$ cat src/rtl/card_pkg.sv
// Shared constants, state encoding and perm_flat slicing for the card shuffler.
// Card k's slot lives at perm_flat[slot_lsb(k) +: IDX_W]; the position-finding stage uses the same slicing.
package card_pkg;

    localparam int NUM_CARDS = 16;
    localparam int IDX_W     = 4;

    localparam int                LFSR_W       = 16;
    localparam logic [LFSR_W-1:0] LFSR_MASK    = 16'hB400;
    localparam logic [LFSR_W-1:0] DEFAULT_SEED = 16'hACE1;

    typedef enum logic [2:0] {
        ST_IDLE,
        ST_INIT,
        ST_DRAW,
        ST_SWAP,
        ST_DONE
    } shuf_state_e;

    function automatic int slot_lsb(input int card);
        return card * IDX_W;
    endfunction

endpackage

$ cat src/rtl/card_shuffler_lfsr16.sv
// 16-bit Galois LFSR (x^16+x^14+x^13+x^11+1), free-running, with a synchronous load.
// An all-zero state is stuck, so it is replaced by SEED on the following cycle.
module lfsr16
    import card_pkg::*;
#(
    parameter logic [LFSR_W-1:0] SEED = DEFAULT_SEED
) (
    input  logic              clk,
    input  logic              rst_n,
    input  logic              load,
    input  logic [LFSR_W-1:0] load_val,
    output logic [LFSR_W-1:0] q
);

    always_ff @(posedge clk or negedge rst_n) begin
        if (!rst_n) begin
            q <= SEED;
        end else if (load) begin
            q <= load_val;
        end else if (q == '0) begin
            q <= SEED;
        end else begin
            q <= (q >> 1) ^ (q[0] ? LFSR_MASK : '0);
        end
    end

endmodule

$ cat src/rtl/card_shuffler.sv
// LFSR-driven Fisher-Yates shuffle of NUM_CARDS grid slots; entry k is the slot of card k.
// Build option CARD_SHUFFLER_FIXED_SEED_EN reloads the LFSR with SEED on every accepted start.
//
// state | meaning
// IDLE  | waiting for start; last published permutation held
// INIT  | working array reset to identity, i = NUM_CARDS-1
// DRAW  | j = (lfsr[7:0] * (i+1)) >> 8 registered
// SWAP  | arr[i] <-> arr[j], i decrements; leaves after i == 1
// DONE  | done pulse; permutation already visible on perm_flat
module card_shuffler
    import card_pkg::*;
#(
    parameter int                NUM_CARDS = card_pkg::NUM_CARDS,
    parameter int                IDX_W     = card_pkg::IDX_W,
    parameter logic [LFSR_W-1:0] SEED      = DEFAULT_SEED
) (
    input  logic                       FPGA_Clk,
    input  logic                       FPGA_Rst_n,
    input  logic                       start,
    output logic                       busy,
    output logic                       done,
    output logic                       valid,
    output logic [NUM_CARDS*IDX_W-1:0] perm_flat
);

    localparam int PROD_W = 8 + IDX_W + 1;
    localparam logic [IDX_W:0] ONE = 1;

    shuf_state_e state_q, state_d;

    logic [IDX_W-1:0]           i_q, j_q;
    logic [IDX_W-1:0]           arr_q   [NUM_CARDS];
    logic [IDX_W-1:0]           arr_swp [NUM_CARDS];
    logic [NUM_CARDS*IDX_W-1:0] perm_q;
    logic                       valid_q;
    logic [LFSR_W-1:0]          lfsr_q;
    logic                       lfsr_load;
    logic [PROD_W-1:0]          prod;
    logic                       accept;
    logic                       last_swap;
    logic                       unused_lfsr_hi;

    assign accept    = (state_q == ST_IDLE) && start;
    assign last_swap = (state_q == ST_SWAP) && (i_q == IDX_W'(1));

`ifdef CARD_SHUFFLER_FIXED_SEED_EN
    assign lfsr_load = accept;
`else
    assign lfsr_load = 1'b0;
`endif

    lfsr16 #(
        .SEED(SEED)
    ) u_lfsr (
        .clk     (FPGA_Clk),
        .rst_n   (FPGA_Rst_n),
        .load    (lfsr_load),
        .load_val(SEED),
        .q       (lfsr_q)
    );

    // Scaling the byte by (i+1) keeps j in 0..i without a modulo.
    assign prod           = PROD_W'(lfsr_q[7:0]) * PROD_W'({1'b0, i_q} + ONE);
    assign unused_lfsr_hi = ^lfsr_q[LFSR_W-1:8];

    always_ff @(posedge FPGA_Clk or negedge FPGA_Rst_n) begin
        if (!FPGA_Rst_n) begin
            state_q <= ST_IDLE;
        end else begin
            state_q <= state_d;
        end
    end

    always_comb begin
        state_d = state_q;
        case (state_q)
            ST_IDLE: if (accept) state_d = ST_INIT;
            ST_INIT: state_d = ST_DRAW;
            ST_DRAW: state_d = ST_SWAP;
            ST_SWAP: state_d = (i_q == IDX_W'(1)) ? ST_DONE : ST_DRAW;
            ST_DONE: state_d = ST_IDLE;
            default: state_d = ST_IDLE;
        endcase
    end

    always_comb begin
        for (int k = 0; k < NUM_CARDS; k++) begin
            arr_swp[k] = arr_q[k];
        end
        arr_swp[i_q] = arr_q[j_q];
        arr_swp[j_q] = arr_q[i_q];
    end

    // The final swap is published on the same edge that enters DONE, so the
    // new permutation is already on perm_flat while done is high.
    always_ff @(posedge FPGA_Clk or negedge FPGA_Rst_n) begin
        if (!FPGA_Rst_n) begin
            i_q     <= '0;
            j_q     <= '0;
            valid_q <= 1'b0;
            for (int k = 0; k < NUM_CARDS; k++) begin
                arr_q[k]                         <= IDX_W'(k);
                perm_q[slot_lsb(k) +: IDX_W]     <= IDX_W'(k);
            end
        end else begin
            case (state_q)
                ST_INIT: begin
                    i_q <= IDX_W'(NUM_CARDS - 1);
                    for (int k = 0; k < NUM_CARDS; k++) begin
                        arr_q[k] <= IDX_W'(k);
                    end
                end
                ST_DRAW: j_q <= prod[8 +: IDX_W];
                ST_SWAP: begin
                    i_q <= i_q - IDX_W'(1);
                    for (int k = 0; k < NUM_CARDS; k++) begin
                        arr_q[k] <= arr_swp[k];
                    end
                end
                default: ;
            endcase
            if (last_swap) begin
                valid_q <= 1'b1;
                for (int k = 0; k < NUM_CARDS; k++) begin
                    perm_q[slot_lsb(k) +: IDX_W] <= arr_swp[k];
                end
            end
        end
    end

    assign busy      = (state_q != ST_IDLE);
    assign done      = (state_q == ST_DONE);
    assign valid     = valid_q;
    assign perm_flat = perm_q;

endmodule

$ cat config.mk
export PLATFORM = sky130hd
export DESIGN_NAME = card_shuffler
export DESIGN_NICKNAME = d
export VERILOG_FILES = /design/src/rtl/card_pkg.sv /design/src/rtl/card_shuffler_lfsr16.sv /design/src/rtl/card_shuffler.sv
export SDC_FILE = /design/constraint.sdc
export NUM_CORES = 1
export LEC_CHECK = 0
export CAP_MARGIN = 25
export CORE_ASPECT_RATIO = 1.5
export CORE_MARGIN = 2
export CORE_UTILIZATION = 46
export DETAILED_ROUTE_END_ITERATION = 8
export GPL_ROUTABILITY_DRIVEN = 0
export PLACE_DENSITY_LB_ADDON = 0.25
export REMOVE_ABC_BUFFERS = 1
export SETUP_SLACK_MARGIN = 0.4
export SLEW_MARGIN = 25
export SYNTH_ARGS = -nofsm -noshare
export SYNTH_HDL_FRONTEND = slang
export SYNTH_SLANG_ARGS = --single-unit
$ cat constraint.sdc
create_clock -name FPGA_Clk -period 12.3 [get_ports FPGA_Clk]
set_clock_uncertainty 0.15 [all_clocks]
set_input_delay 2.46 -clock FPGA_Clk [delete_from_list [all_inputs] [get_ports FPGA_Clk]]
set_output_delay 2.46 -clock FPGA_Clk [all_outputs]
set_load 0.03 [all_outputs]
==> flow_summary.ini <==
[sta]
rsz0062_at_grt = false
slew_viol_final = 0
relSlewSlack_pct = 25.45
hold_ws_ns = 0.2428
finalSetupTns_ns = 0
fin_crit_ns = 5.131
fmax_ghz = 0.1949
finalSetupViolCount = 0
finalHoldViolations = 0
max_slew.worst_pin.slew_ns = 1.097
fin_crit_sh_pct = 41.72

[place]
dpl.hpwl_um = 23500
detailed_place.area_mm2 = 0.01104
io_buffers = 69

[logic_synthesis]
synth_mux_area_share_pct = 7.704
synth_edf_count = 0
yosysSeqAreaShare_pct = 38.85
synth_cell_type_count = 57
synth_top_flop_cell = dfrtp_1
ys_ff_latch = 156
syn_area_mm2 = 0.01028
synthAdderAreaFrac_pct = 5.915
synth_compound_area_share_pct = 23.59
syn-mean-instance-area_um2 = 8.817
synthCells = 1166
synth_top_family_by_area = compound AO/OA/AOI/OAI gates
synth_simple_gate_area_share_pct = 18.06
synth_xor_area_share_pct = 0.8519
synth-async-reset-ratio_pct = 100.0
yosys_warnings = 0

[cells_and_area]
utilization_pct = 52.52
nets = 1217
drive_above_1_share_pct = 12.54
syn_to_final_growth_pct = 13.06
ff_latch_area_mm2 = 0.003994
diodes = 0
multiInputGateArea_mm2 = 0.005796
num-fill-cells = 2087
design_area_mm2 = 0.01162

[worst_setup_path]
timing.rr.end = j_q[1]$_DFFE_PN0P_
crit_path_end = j_q[1]$_DFFE_PN0P_
cp-end-kind = flip-flop
crit_fanout = 20
crit_start = i_q[0]$_DFFE_PN0P_
crit_required_ns = 12.49
crit_type = reg -> reg
critPathMostFrequentCell = fa_1
cpMaxStageDelayCell = dfrtp_1
r2r-start = i_q[0]$_DFFE_PN0P_
rr_worst_depth = 15
ff2ff_setup_slack_ns = 7.17
crit_arrival_ns = 5.33
max_stage_delay_ns = 0.95
start_kind = flip-flop
cp_cell_sequence = ha_1 > xor2_1 > and2_1 > fa_1 > fa_1 > inv_1 > fa_1 > inv_1 > ha_1 > nand4_1 > nor2_1 > nor3_1 > o21ai_0 > a211oi_1 > o41ai_1

[cts]
cts_sinks = 156
path_clk_slew_ns = 0.08
clkLatencyLatePin_ns = 0.45
cts_resized = 0
h-tree-depth = 4
cts_tree = yes
post_cts_buffers = 0
numCtsBuffers = 17
cts_root_buf = clkbuf_16
clockBufferDepth = 2
ctsHoldBuffers = 0

[grt]
grtUsageMet2_pct = 47.17
grt_max_degree = 88
grtUsageMet1_pct = 36.18
grt_overflow = 0
use_met3_pct = 6.350
grt.busiest_layer = met2
grt_pass1_wl_um = 54550
antenna_found_initial = 0
track_usage_pct = 29.80
grt_pass1_vias = 9612

[floorplanning]
rows = 67
die_area_mm2 = 0.02359
core_mm2 = 0.02213
pin_count = 70
die_y_um = 187.1
start_util_pct = 46.46
dieWidth_um = 126.1

[status]
outcome = finished, final reports clean

[drt]
ant_nets = 0
viasPerCell = 6.742
num_vias = 9870
wirelength_um = 35360
drtPass1Iterations = 7
drcViolationCount = 0
wl_per_cell_um = 24.15
drtIter0Drc = 1480

[job]
maxCapViolations = 0

[worst_hold_path]
hold_path.class = reg -> reg
==> Yosys cell counts (all sizes together), types with 4 or more instances <==
cell type | number | area share [%]
a32oi | 4 | 0.34
nand3b | 6 | 0.44
a221o | 12 | 1.2
a211oi | 6 | 0.44
nor3 | 13 | 0.63
dfstp | 72 | 18
buf | 36 | 1.9
or2 | 4 | 0.24
inv | 30 | 1.1
nor4 | 5 | 0.30
nand2b | 19 | 1.2
clkbuf | 56 | 2.0
mux4 | 21 | 4.7
o221ai | 4 | 0.34
xnor2 | 6 | 0.51
a21oi | 34 | 1.7
nand2 | 211 | 7.7
o211ai | 25 | 1.8
o22ai | 21 | 1.3
o31ai | 41 | 3.0
ha | 23 | 2.8
a31oi | 27 | 1.6
mux2i | 30 | 2.9
nor2 | 102 | 3.7
a22oi | 21 | 1.5
dfrtp | 84 | 20
nand3 | 15 | 0.73
o21ai | 111 | 5.4
a221oi | 41 | 3.6
fa | 16 | 3.1
nor2b | 13 | 0.79
and2 | 25 | 1.5
xor2 | 4 | 0.34
==> worst max-delay path: cells and delay by family (launching register included) <==
kind            cells  cell delay (ns)
fa+ha+maj           5             2.17
buf+inv             2             0.10
flops               1             0.95
compound gates      3             0.68
simple gates        4             0.50
xor+xnor            1             0.46
==> final cells by class <==
type                       instances  area share, %
clock buffer                      18          3.692
clock inverter                    14          1.356
inverter                          30         0.9688
multi-input combinational        888          49.86
sequential                       156          34.36
tap                              276          2.971
timing repair buffer              82          6.792
==> registers in the layout, summed over array words and instances (netlist names) <==
| signal | flops |
|---|---|
| arr_q | 64 |
| u_lfsr.q | 16 |
| perm_flat | 64 |
| state_q | 3 |
| i_q | 4 |
| j_q | 4 |
| valid | 1 |
==> routing by layer <==
layer | wire [um] | part of all wire (%)
met1 | 12860 | 36
met2 | 16470 | 47
met3 | 3279 | 9.3
met4 | 2740 | 7.7
met5 | 0 | 0
==> through the flow <==
| step | setup slack [ns] | cells |
|---|---|---|
| global route | 6.873 | 1464 |
| detailed placement | 7.225 | 1432 |
| global placement | 7.290 | 1432 |
| CTS | 7.198 | 1464 |
| finish | 7.169 | 1464 |
| floorplan | 6.814 | 1074 |
==> logic make-up after synthesis <==
| kind of cell | Yosys count |
|---|---|
| simple gates | 425 |
| compound gates | 362 |
| flops | 156 |
| buf+inv | 122 |
| mux | 52 |
| fa+ha+maj | 39 |
| xor+xnor | 10 |
==> placed cells by master, fill, tap and decap left out, drive strengths merged, types with 25 or more instances in the layout <==
cell	instances
o21ai	111
nor2	102
and2	25
a21oi	34
a221oi	41
clkdlybuf4s50	68
dfstp	72
mux2i	30
o211ai	25
nand2	211
o31ai	41
dfrtp	84
a31oi	27
inv	36
==> worst min path at each step <==
stage | startpoint | to | slack (ns) | depth (start not counted)
floorplan | u_lfsr.q[9]$_DFF_PN0_ | u_lfsr.q[8]$_DFF_PN0_ | 0.20 | 0
global placement | u_lfsr.q[9]$_DFF_PN0_ | u_lfsr.q[8]$_DFF_PN0_ | 0.22 | 0
detailed placement | u_lfsr.q[9]$_DFF_PN0_ | u_lfsr.q[8]$_DFF_PN0_ | 0.23 | 0
CTS | u_lfsr.q[9]$_DFF_PN0_ | u_lfsr.q[8]$_DFF_PN0_ | 0.24 | 0
global route | u_lfsr.q[9]$_DFF_PN0_ | u_lfsr.q[8]$_DFF_PN0_ | 0.26 | 0
finish | u_lfsr.q[9]$_DFF_PN0_ | u_lfsr.q[8]$_DFF_PN0_ | 0.24 | 0
Power is left out: the tool's default activity adds up to more than one toggle a clock period on the data nets, which glitch-free logic cannot reach.
